===== src/rtl/normaliser_shift_stage.sv =====
// normaliser_shift_stage: two-stage pipelined left shift that puts the leading one in the MSB,
// lowering the exponent by the same amount and clamping the shift at exponent 0.
module normaliser_shift_stage #(
   parameter int IN_SIZE  = 50,
   parameter int POS_SIZE = $clog2(IN_SIZE),
   parameter int EXP_SIZE = 11
) (
   input  logic                clk,
   input  logic                rst_n,
   input  logic                in_valid,
   output logic                in_ready,
   input  logic [IN_SIZE-1:0]  in_mant,
   input  logic [EXP_SIZE-1:0] in_exp,
   input  logic [POS_SIZE-1:0] in_leading_pos,
   input  logic                in_zero,
   output logic                out_valid,
   input  logic                out_ready,
   output logic [IN_SIZE-1:0]  out_mant,
   output logic [EXP_SIZE-1:0] out_exp,
   output logic                out_zero,
   output logic                out_underflow
);
   localparam int PW = POS_SIZE + 1;
   localparam int CW = (PW > EXP_SIZE) ? PW : EXP_SIZE;
   logic [PW-1:0]       w_pos, w_sh_req, w_sh;
   logic [EXP_SIZE-1:0] w_exp;
   logic                w_uf, w_adv_a, w_adv_b;
   logic                r_a_valid, r_a_zero, r_a_uf, r_b_valid, r_b_zero, r_b_uf;
   logic [IN_SIZE-1:0]  r_a_mant, r_b_mant;
   logic [EXP_SIZE-1:0] r_a_exp, r_b_exp;
   logic [PW-1:0]       r_a_sh;
   assign w_pos    = {1'b0, in_leading_pos};
   // out-of-range positions are treated as an unshifted beat
   assign w_sh_req = (w_pos >= PW'(IN_SIZE)) ? '0 : PW'(IN_SIZE - 1) - w_pos;
   assign w_uf     = ~in_zero & (CW'(w_sh_req) > CW'(in_exp));
   assign w_sh     = in_zero ? '0 : w_uf ? PW'(in_exp) : w_sh_req;
   assign w_exp    = (in_zero | w_uf) ? '0 : in_exp - EXP_SIZE'(w_sh_req);
   assign w_adv_b  = ~r_b_valid | out_ready;
   assign w_adv_a  = ~r_a_valid | w_adv_b;
   assign in_ready = w_adv_a;
   always_ff @(posedge clk) begin
      if (w_adv_a && in_valid) begin
         r_a_mant <= in_zero ? '0 : in_mant;
         r_a_exp  <= w_exp;
         r_a_sh   <= w_sh;
         r_a_zero <= in_zero;
         r_a_uf   <= w_uf;
      end
   end
   always_ff @(posedge clk) begin
      if (!rst_n) begin
         r_a_valid <= 1'b0;
         r_b_valid <= 1'b0;
         r_b_mant  <= '0;
         r_b_exp   <= '0;
         r_b_zero  <= 1'b0;
         r_b_uf    <= 1'b0;
      end else begin
         if (w_adv_a) r_a_valid <= in_valid;
         if (w_adv_b) r_b_valid <= r_a_valid;
         if (w_adv_b && r_a_valid) begin
            r_b_mant <= r_a_mant << r_a_sh;
            r_b_exp  <= r_a_exp;
            r_b_zero <= r_a_zero;
            r_b_uf   <= r_a_uf;
         end
      end
   end
   assign out_valid     = r_b_valid;
   assign out_mant      = r_b_mant;
   assign out_exp       = r_b_exp;
   assign out_zero      = r_b_zero;
   assign out_underflow = r_b_uf;
endmodule


===== config.mk =====
export PLATFORM = sky130hd
export DESIGN_NAME = normaliser_shift_stage
export DESIGN_NICKNAME = d
export VERILOG_FILES = /design/src/rtl/normaliser_shift_stage.sv
export SDC_FILE = /design/constraint.sdc
export NUM_CORES = 1
export LEC_CHECK = 0
export ABC_CLOCK_PERIOD_IN_PS = 2800
export BUFFER_PORTS_ARGS = -buffer_cell sky130_fd_sc_hd__buf_2
export CORE_MARGIN = 4
export CORE_UTILIZATION = 30
export DETAILED_ROUTE_END_ITERATION = 8
export GPL_TIMING_DRIVEN = 0
export SKIP_CTS_REPAIR_TIMING = 1
export SLEW_MARGIN = 10
export SYNTH_ARGS = -nofsm -noshare
export SYNTH_HDL_FRONTEND = slang
export SYNTH_SLANG_ARGS = --single-unit

===== constraint.sdc =====
create_clock -name clk -period 2.8 [get_ports clk]
set_input_delay 0.14 -clock clk [delete_from_list [all_inputs] [get_ports clk]]
set_output_delay 0.14 -clock clk [all_outputs]
set_load 0.005 [all_outputs]

==> impl_metrics.py <==
metrics = {
    "yosys": {
        "ys_types": 64,
        "syn_avg_cell_area_um2": 10.8,
        "syn_area_um2": 8840,
        "yosys_register_bits": 135,
        "synth_top_cell_area_share_pct": 23.8,
        "syn-instance-count": 817,
        "yosys_warnings": 0,
        "synth_most_common_cell": "nand2_1",
        "synth_top_area_cell": "edfxtp_1",
        "yosysSeqAreaShare_pct": 38.5,
        "ys_top_cells_by_area": "edfxtp_1 (24%), mux4_2 (18%), dfxtp_1 (15%)",
        "synthFlopType": "edfxtp_1",
        "yosys-top-cells-count": "nand2_1 (100), mux4_2 (71), edfxtp_1 (70), dfxtp_1 (65), nor2b_1 (58)",
        "synth_nets": 899,
        "synth_edf_count": 70,
        "synthArstFlopShare_pct": 0,
    },
    "outcome": {
        "violations": "negative hold slack",
        "status": "complete, but fails checks",
    },
    "finish": {
        "finalNetCount": 1060,
        "diodes": 0,
        "area_delta_synth_final_pct": 21.1,
        "drive_gt1_share_pct": 29.7,
        "final_util_pct": 37.1,
    },
    "floorplan": {
        "initial_core_util_pct": 30.6,
        "fp.dieH_um": 180,
        "io_pins": 137,
        "fp.coreArea_um2": 28900,
        "rows": 62,
        "dieWidth_um": 180,
        "die_area_um2": 32300,
    },
    "routing": {
        "ant_nets": 0,
        "drc_errors": 0,
        "drt_iter0_drc": 821,
        "wl_per_cell_um": 21.5,
        "routed-via-count": 7517,
        "viasPerCell": 5.47,
        "wirelength_mm": 29.6,
        "detail_route.first_pass.iterations": 7,
    },
    "setup_path": {
        "cp_max_fo": 10,
        "worst-path-buf-inv": 4,
        "crit_chain": "buf_6 -> buf_2 -> buf_2 -> buf_2 -> nand3b_1 -> o2bb2ai_1 -> a21oi_1 -> o211ai_1 -> and3_1",
        "crit_path_frequent_cell": "buf_2",
        "reg2reg_from": "r_a_sh[3]$_SDFFCE_PP0P_",
        "crit_required_ps": 3130,
        "cpPeakStageDelay_ps": 530,
        "regToRegEndpoint": "out_mant[44]$_SDFFE_PN0P_",
        "worstSetupPathType": "reg2reg",
        "end_kind": "register",
        "r2r.worst_path.cells": 9,
        "cp_top_family": "buffers and inverters",
        "arrival_ps": 3030,
        "slowest_stage": "edfxtp_1",
        "r2r_slack_ps": 100,
        "cp.depth": 9,
        "cp-start-kind": "register",
    },
    "cts": {
        "cts_buffers": 17,
        "htree_levels": 4,
        "cts_max_path_buffers": 2,
        "cts_tree": "yes",
        "clock-sinks": 135,
        "cts-root-buf": "clkbuf_16",
        "clk_pin_slew_worst_paths_ps": 70,
        "clk_latency_ps": 430,
    },
    "global_routing": {
        "antenna_found_initial": 0,
        "overflow": 0,
        "grt_max_degree": 60,
        "grt_pass1_wl_mm": 45.4,
        "grt_pass1_vias": 7329,
        "track_usage_pct": 17.8,
    },
    "min_path": {
        "whs_path_depth": 2,
        "holdCritStartpoint": "in_mant[31]",
        "min_to": "r_a_mant[31]$_SDFFCE_PP0P_",
        "hp-class": "in2reg",
    },
    "power_and_ir_drop": {
        "switchingPower_uw": 1840,
        "p_int_uw": 4090,
        "ir_drop_uv": 427,
        "p_comb_share_pct": 22.7,
        "swShare_pct": 31.0,
        "pwr-share-seq_pct": 39.2,
        "power_frac_clock_pct": 38.2,
        "powerDensity_nw_per_um2": 554,
        "p_leak_uw": 0.00413,
    },
    "timing": {
        "whs_ps": -2.17,
        "finalClockSkew_ps": 16.4,
        "finalSetupViolations": 0,
        "worstMarginPinSlew_ps": 811,
        "max_freq_mhz": 370,
        "slew_headroom_pct": 45.6,
        "post-route-min-period_ps": 2700,
        "grt_setup_unrepaired": "false",
        "setup_tns_ps": 0,
        "slew_violations": 0,
        "finalHoldViolCount": 2,
        "post-route-period-util_pct": 96.6,
        "fin_ws_ps": 95.6,
    },
    "placed_design": {
        "gp_congestion": 0.987,
        "place.port_buffers": 135,
        "dpl.hpwl_mm": 22.9,
        "preCtsSetupSlack_ps": -558,
    },
    "job": {
        "max_cap_viol_count": 0,
    },
}
## state kept, by name, summed over array words and instances (netlist names)
signal,count
r_a_sh,7
r_a_zero,1
out_underflow,1
r_a_mant,50
out_mant,50
out_exp,11
r_a_uf,1
out_valid,1
r_a_valid,1
r_a_exp,11
out_zero,1
## final cells by class
cell class / instances / area, um^2
multi-input cells: 603 / 5080
repair buffers: 142 / 763
flip-flops and latches: 135 / 3400
fillers: 2922 / 18200
clock inverters: 13 / 131
plain buffers: 63 / 323
well taps: 384 / 480
inverters: 16 / 60.1
clock buffers: 19 / 454
## routing by layer
layer,up-vias,global-route usage [%],routed length (um)
met5,-,0,0
met4,0,4.88,599
met3,46,5.42,2800
met2,415,26.6,13100
met1,3571,25.1,13100
li1,3485,-,-
## through the flow
| stage | cells | power (uW) | instance area, um^2 |
|---|---|---|---|
| after floorplan | 817 | 3190 | 8840 |
| final | 1375 | 5920 | 10700 |
| after global routing | 1375 | 6140 | 10700 |
| after global placement | 1336 | 3650 | 9990 |
| after CTS | 1369 | 5900 | 10600 |
| after detailed placement | 1337 | 3660 | 10000 |
## kinds of logic after synthesis
group	count (synthesis)	synth area share (%)
xor+xnor	4	0.396
simple gates	279	15.8
flops	135	38.5
buf+inv	79	4.32
fa+ha+maj	10	1.50
other cells	1	0.0424
mux	135	25.6
compound gates	174	13.8
## worst max-delay path by stage
| stage | from | end | slack, ps |
|---|---|---|---|
| 3_3_place_gp | in_leading_pos[2] | r_a_exp[5]$_SDFFCE_PP0P_ | -530 |
| 3_5_place_dp | in_leading_pos[2] | r_a_exp[5]$_SDFFCE_PP0P_ | -560 |
| 5_1_grt | r_a_sh[3]$_SDFFCE_PP0P_ | out_mant[43]$_SDFFE_PN0P_ | 8 |
| 6_report | r_a_sh[3]$_SDFFCE_PP0P_ | out_mant[44]$_SDFFE_PN0P_ | 100 |
| 4_1_cts | r_a_sh[2]$_SDFFCE_PP0P_ | out_mant[47]$_SDFFE_PN0P_ | -120 |
| 2_1_floorplan | in_leading_pos[2] | r_a_exp[5]$_SDFFCE_PP0P_ | 130 |
## placed cells by master (no fill, tap or decap), types with 15 or more instances in the layout
master | synthesis | final
edfxtp_1 | 70 | 70
a21oi_1 | 39 | 39
dfxtp_1 | 65 | 65
nand2_1 | 100 | 100
mux4_2 | 71 | 71
nor2_1 | 35 | 35
clkbuf_16 | 0 | 18
buf_2 | 14 | 149
clkbuf_1 | 29 | 30
o21ai_0 | 20 | 20
nor2b_1 | 58 | 58
nand3_1 | 16 | 16
mux2i_1 | 49 | 48
mux2_2 | 15 | 15
## power by group through the flow
stage | Clock (uW) | Sequential [uW] | Combinational, uW
floorplan | 0 | 2320 | 876
global placement | 0 | 2360 | 1290
detailed placement | 0 | 2360 | 1300
CTS | 2280 | 2320 | 1300
global route | 2380 | 2330 | 1430
finish | 2260 | 2320 | 1340
Note: power is estimated with default switching activity, not from simulation.
